[src/rtl/rv32_fetch.sv]
// Instruction fetch stage: holds the fetch PC, keeps one instruction-memory read in flight,
// and hands {pc, instr, valid} to decode through a one-entry skid buffer with redirect/kill.
module rv32_fetch #(
   parameter logic [31:0] RESET_VECTOR = 32'h0000_0000
) (
   input  logic        clk,
   input  logic        rst_n,
   input  logic        stall_in,
   input  logic        redirect_in,
   input  logic [31:0] redirect_pc_in,
   output logic        imem_req_out,
   output logic [31:0] imem_addr_out,
   input  logic        imem_ready_in,
   input  logic        imem_rvalid_in,
   input  logic [31:0] imem_rdata_in,
   output logic        valid_out,
   output logic [31:0] pc_out,
   output logic [31:0] instr_out
);

   typedef enum logic [1:0] {IDLE, REQ, WAIT, HOLD} state_t;

   state_t      state;
   logic [31:0] fetch_pc;
   logic [31:0] issued_pc;
   logic [31:0] buf_pc;
   logic [31:0] buf_instr;
   logic        buf_valid;
   logic        kill;

   logic accept;
   logic deliver;
   logic to_output;
   logic to_buffer;
   logic read_pending;

   assign accept       = (state == REQ) && imem_ready_in;
   assign deliver      = (state == WAIT) && imem_rvalid_in && !kill;
   assign to_output    = deliver && (!valid_out || !stall_in);
   assign to_buffer    = deliver && valid_out && stall_in;
   // A read is still owed to us after this edge if it was just accepted or has not returned yet.
   assign read_pending = accept || ((state == WAIT) && !imem_rvalid_in);

   assign imem_req_out  = (state == REQ);
   assign imem_addr_out = fetch_pc;

   // Fetch FSM, output registers and skid buffer; redirect overrides everything else.
   always_ff @(posedge clk or negedge rst_n) begin
      if (!rst_n) begin
         state     <= IDLE;
         fetch_pc  <= RESET_VECTOR;
         issued_pc <= 32'h0;
         buf_pc    <= 32'h0;
         buf_instr <= 32'h0;
         buf_valid <= 1'b0;
         kill      <= 1'b0;
         valid_out <= 1'b0;
         pc_out    <= 32'h0;
         instr_out <= 32'h0;
      end else if (redirect_in) begin
         fetch_pc  <= redirect_pc_in & ~32'd3;
         valid_out <= 1'b0;
         buf_valid <= 1'b0;
         if (read_pending) begin
            kill  <= 1'b1;
            state <= WAIT;
         end else begin
            kill  <= 1'b0;
            state <= REQ;
         end
      end else begin
         if (to_output) begin
            valid_out <= 1'b1;
            pc_out    <= issued_pc;
            instr_out <= imem_rdata_in;
         end else if (!stall_in) begin
            valid_out <= buf_valid;
            if (buf_valid) begin
               pc_out    <= buf_pc;
               instr_out <= buf_instr;
               buf_valid <= 1'b0;
            end
         end

         if (to_buffer) begin
            buf_pc    <= issued_pc;
            buf_instr <= imem_rdata_in;
            buf_valid <= 1'b1;
         end

         case (state)
            IDLE: state <= REQ;
            REQ: begin
               if (imem_ready_in) begin
                  issued_pc <= fetch_pc;
                  fetch_pc  <= fetch_pc + 32'd4;
                  state     <= WAIT;
               end
            end
            WAIT: begin
               if (imem_rvalid_in) begin
                  kill  <= 1'b0;
                  state <= to_buffer ? HOLD : REQ;
               end
            end
            HOLD: begin
               if (!stall_in) state <= REQ;
            end
            default: state <= IDLE;
         endcase
      end
   end

endmodule
[config.mk]
export PLATFORM = sky130hd
export DESIGN_NAME = rv32_fetch
export DESIGN_NICKNAME = d
export VERILOG_FILES = /design/src/rtl/rv32_fetch.sv
export SDC_FILE = /design/constraint.sdc
export NUM_CORES = 1
export LEC_CHECK = 0
export CORE_AREA = 2 2 130 132
export CTS_BUF_LIST = sky130_fd_sc_hd__clkbuf_8
export CTS_CLUSTER_SIZE = 30
export DETAILED_ROUTE_END_ITERATION = 8
export DIE_AREA = 0 0 132 134
export PLACE_DENSITY_LB_ADDON = 0.12
export SYNTH_ARGS = -nofsm -noshare
export SYNTH_HDL_FRONTEND = slang
export SYNTH_SLANG_ARGS = --single-unit
[constraint.sdc]
create_clock -name clk -period 2.3 [get_ports clk]
set_clock_uncertainty 0.05 [all_clocks]
set_input_delay 0.23 -clock clk [delete_from_list [all_inputs] [get_ports clk]]
set_output_delay 0.23 -clock clk [all_outputs]
set_load 0.03 [all_outputs]
==> impl.org <==
** Yosys
- Top_reg_cell synth :: sky130_fd_sc_hd__dfrtp_1
- The Yosys step of the flow raised 0 warnings.
- Summing every instance area after synthesis gives 8610 um^2.
- Share of flip-flops with an asynchronous set or reset after synthesis :: 100%
- Fraction of synthesized cell area taken by the top area cell type :: 54.9%
- The largest total area in the synthesized netlist belongs to sky130_fd_sc_hd__dfrtp_1.
- By area the synthesized netlist is led by sky130_fd_sc_hd__dfrtp_1 (55%), sky130_fd_sc_hd__mux2_2 (28%), sky130_fd_sc_hd__buf_6 (2.0%), sky130_fd_sc_hd__nand2_1 (1.3%), sky130_fd_sc_hd__nand3_1 (1.2%).
- After technology mapping, the gate count stands at 632.
- Mean post-synth cell area :: 13.6 um^2
- Of the synthesized area, sequential elements account for 54.9%.
- In this run, synthesis inferred 0 flip-flops with an integrated enable.
- Number of library cell types mapped by synthesis :: 43
- Counting flops and latches in the post-synthesis netlist gives 189.

** STA
- FMAX :: 470 MHz
- Sum of negative setup slack :: 0 ns
- Measured against its own limit, the worst slew margin works out to 56.9%.
- Hold timing on the final database bottoms out at a slack of 0.293 ns.
- Unrepaired setup endpoints after global routing :: false
- The max-slew violation total from the final report is 0.
- Minimum period implied by the final worst setup slack :: 2.13 ns
- Once routing completed, OpenROAD measured the worst setup slack at 0.172 ns.
- The final-report hold violation count came to 0.
- Endpoints failing setup :: 0
- Worst-margin pin slew :: 0.646 ns
- Ratio of final minimum period to clock period :: 92.5%

** Power and ir drop
- Sequential cells burn 48.8% of the power.
- Maximum vdd ir drop :: 0.000417 V
- Combinational power share :: 26.9%
- In this run switching power makes up 30.5% of total power.
- P_int :: 6090 uW
- Portion of total power attributed to the clock network :: 24.3%
- For this design the total switching power over the nets is 2670 uW.
- In this run the power density over the cells is 805 nW/um^2.
- Leakage :: 0.00501 uW
- Power comes to 8760 uW.

** Die
- In this run the horizontal extent of the chip is 132 um.
- Boundary Pins :: 168
- Core area :: 16,300 um^2
- Standard-cell rows :: 47
- Floorplan die area :: 17,700 um^2
- The initial utilization of the core area, before any placement, comes to 52.9%.
- Die Height :: 134 um

** Setup path
- Cell class contributing the biggest share of worst-path delay :: flip-flops
- Arrival @ worst endpoint :: 2.41 ns
- Startpoint type of the worst setup path :: register
- For this run, the slowest stage of the critical path takes 0.42 ns.
- Critical Path Start :: state[0]
- Top fanout value on the critical path :: 39
- Critical path class :: reg -> reg
- Count of buffering cells on the critical path with inverters included :: 2
- Data on the critical path is required at its endpoint by 2.58 ns.
- The startpoint identified for the worst register-to-register timing path is state[0].
- The slowest stage of the critical path belongs to the cell sky130_fd_sc_hd__dfrtp_1.
- The critical path goes through inv_1 > ha_1 > nand3b_4 > nand2b_4 > a21oi_4 > buf_12 > mux2_2.
- STA classifies the critical path endpoint as a register.

** Global routing
- For this run, global-route usage on met1 was measured as 28.6%.
- Wire length of the first global-routing pass :: 30,500 um
- Most Used Layer, Global Route :: met2
- Met3 Usage GRT :: 5.03%
- The number of global-route vias before repair is 5,954.
- Entering global routing, the biggest net connects 78 pins.
- Global routing used 35.4% of the available met2 tracks.
- Sum of overflow across all layers after global routing :: 0
- Global routing used 21.7% of the available tracks.
- Antenna violations before repair :: 0

** Placed design
- Final weighted congestion of routability-driven global placement :: 0.765
- The HPWL after detailed placement is 12,900 um.
- Port-buffer cells :: 161
- Timing analysis after detailed placement gives a worst setup slack of 0.0849 ns.

** Finish
- Cells fill 66.8% of the core in the end.
- Of the cells placed in the final design, the portion with a size suffix greater than 1 is 34.7%.
- The area growth from synthesis to layout is 26.2%.
- N_diodes :: 0
- Number of fill cells in the layout :: 1,232
- At the end of the flow, the number of nets in the layout was 872.

** Clock tree
- The number of clock buffers added by TritonCTS is 17.
- Max clock buf depth :: 2
- Number of sinks driven by the clock tree :: 189
- The clock tree synthesis step divided the H-tree into 4 levels.
- Clock latency at the later pin of the worst-skew pair :: 0.44 ns
- Clock slew at reported path FFs :: 0.09 ns
- The tree is rooted in a sky130_fd_sc_hd__clkbuf_8.
- Clock tree from TritonCTS :: built
- The number of setup buffers added after CTS is 0.

** Detailed routing
- The final route contains 5,644 vias.
- The first TritonRoute pass finished after 4 iterations.
- After detailed routing, the number of vias per cell comes to 5.48.
- The detailed router finished its first iteration with 298 violations.
- For this block, the routed nets add up to 18,500 um of wire.
- In the routed design, unresolved DRC markers number 0.
- Post-DRT Antenna Nets :: 0
- Dividing the detail-routed wire length by the instance count gives 17.9 um.

** Hold path
- Startpoint of the tightest hold check path :: redirect_pc_in[22]
- In this run the worst hold path is classified as in -> reg.

** Flow run
- Max-cap check violation count :: 0

** Status
- Outcome :: finished clean
## final cells by class
type	instances	area, um^2	area share, %
inverter	4	15.0	0.138
timing repair buffer	185	1880	17.2
clock inverter	12	123	1.13
multi-input combinational	401	3600	33.1
sequential	189	4730	43.5
tap	220	275	2.53
clock buffer	19	262	2.40
## flip-flops by register name, summed over array words and instances (netlist names)
| name | count |
|---|---|
| state | 2 |
| instr_out | 32 |
| imem_addr_out | 30 |
| issued_pc | 30 |
| pc_out | 30 |
| buf_pc | 30 |
| kill | 1 |
| valid_out | 1 |
| buf_valid | 1 |
| buf_instr | 32 |
## synthesized netlist by cell type (5+ instances only)
master	number
sky130_fd_sc_hd__or4_1	12
sky130_fd_sc_hd__nand4_1	5
sky130_fd_sc_hd__mux2_2	215
sky130_fd_sc_hd__nand2_1	30
sky130_fd_sc_hd__o31ai_1	8
sky130_fd_sc_hd__dfrtp_1	189
sky130_fd_sc_hd__xor2_1	10
sky130_fd_sc_hd__a21oi_1	5
sky130_fd_sc_hd__buf_4	6
sky130_fd_sc_hd__and3_1	5
sky130_fd_sc_hd__nand3_1	20
sky130_fd_sc_hd__clkbuf_1	7
sky130_fd_sc_hd__o21ai_0	20
sky130_fd_sc_hd__a31oi_1	13
sky130_fd_sc_hd__nand2b_1	5
sky130_fd_sc_hd__buf_2	12
sky130_fd_sc_hd__buf_6	15
sky130_fd_sc_hd__nor2_1	14
## worst reg2reg max path, stage by stage (launching register included)
cell and delay [ns]:
sky130_fd_sc_hd__dfrtp_1 0.42, sky130_fd_sc_hd__inv_1 0.10, sky130_fd_sc_hd__ha_1 0.24, sky130_fd_sc_hd__nand3b_4 0.13
sky130_fd_sc_hd__nand2b_4 0.20, sky130_fd_sc_hd__a21oi_4 0.21, sky130_fd_sc_hd__buf_12 0.27, sky130_fd_sc_hd__mux2_2 0.41
## per-stage QoR
step / std cells / cell area (um^2)
floorplan: 635 / 8630
global placement: 998 / 10500
detailed placement: 998 / 10500
CTS: 1030 / 10900
global route: 1030 / 10900
finish: 1030 / 10900
## kinds of logic after synthesis
kind of cell	share of synthesized area (%)
XOR/XNOR	1.22
buffers and inverters	3.70
AND/OR/NAND/NOR	7.25
AO/OA/AOI/OAI	4.08
other	0.0435
multiplexers	28.2
adder cells (fa/ha/maj)	0.581
flip-flops	54.9
## power groups by stage
| stage | combinational, uW | sequential, uW | clock (uW) |
|---|---|---|---|
| 4_1_cts | 2390 | 4270 | 2200 |
| 5_1_grt | 2520 | 4360 | 2320 |
| 6_report | 2360 | 4270 | 2130 |
| 3_5_place_dp | 2380 | 4340 | 0 |
| 3_3_place_gp | 2310 | 4290 | 0 |
| 2_1_floorplan | 1060 | 4670 | 0 |
## routing by layer
layer	share of wire (%)	vias up
li1	-	2615
met1	45	2846
met2	49	156
met3	4.8	27
met4	1.8	0
met5	0	-
## placed cells by master (no fill, tap or decap), types with 5 or more instances in the layout
cell	n
sky130_fd_sc_hd__a31oi_1	13
sky130_fd_sc_hd__mux2_2	215
sky130_fd_sc_hd__nand4_1	5
sky130_fd_sc_hd__buf_12	6
sky130_fd_sc_hd__xor2_1	10
sky130_fd_sc_hd__nor2_1	14
sky130_fd_sc_hd__inv_1	5
sky130_fd_sc_hd__clkdlybuf4s50_1	159
sky130_fd_sc_hd__a21oi_1	5
sky130_fd_sc_hd__or4_1	12
sky130_fd_sc_hd__nand2_1	30
sky130_fd_sc_hd__buf_4	17
sky130_fd_sc_hd__nand3_1	19
sky130_fd_sc_hd__dfrtp_1	189
sky130_fd_sc_hd__and3_1	5
sky130_fd_sc_hd__o21ai_0	20
sky130_fd_sc_hd__o31ai_1	8
sky130_fd_sc_hd__clkbuf_8	20
## path summary, 6_finish.rpt
kind / cells past startpoint / slack [ns] / end
worst min-delay path: 3 / 0.29 / imem_addr_out[22]
worst max-delay path: 7 / 0.17 / instr_out[4]
worst max register to register: 7 / 0.17 / instr_out[4]
max in group asynchronous: 3 / 1.16 / buf_pc[21]
worst min register to register: 1 / 0.46 / buf_pc[28]
min in group asynchronous: 2 / 0.32 / buf_instr[22]
## repair_timing
action                                 CTS  global route
hold buffers                             1             0
setup endpoints to repair                0             1
endpoints found under the hold margin   72             0
resized for setup                        0             1
No activity file was read; power rests on OpenSTA's default activity.
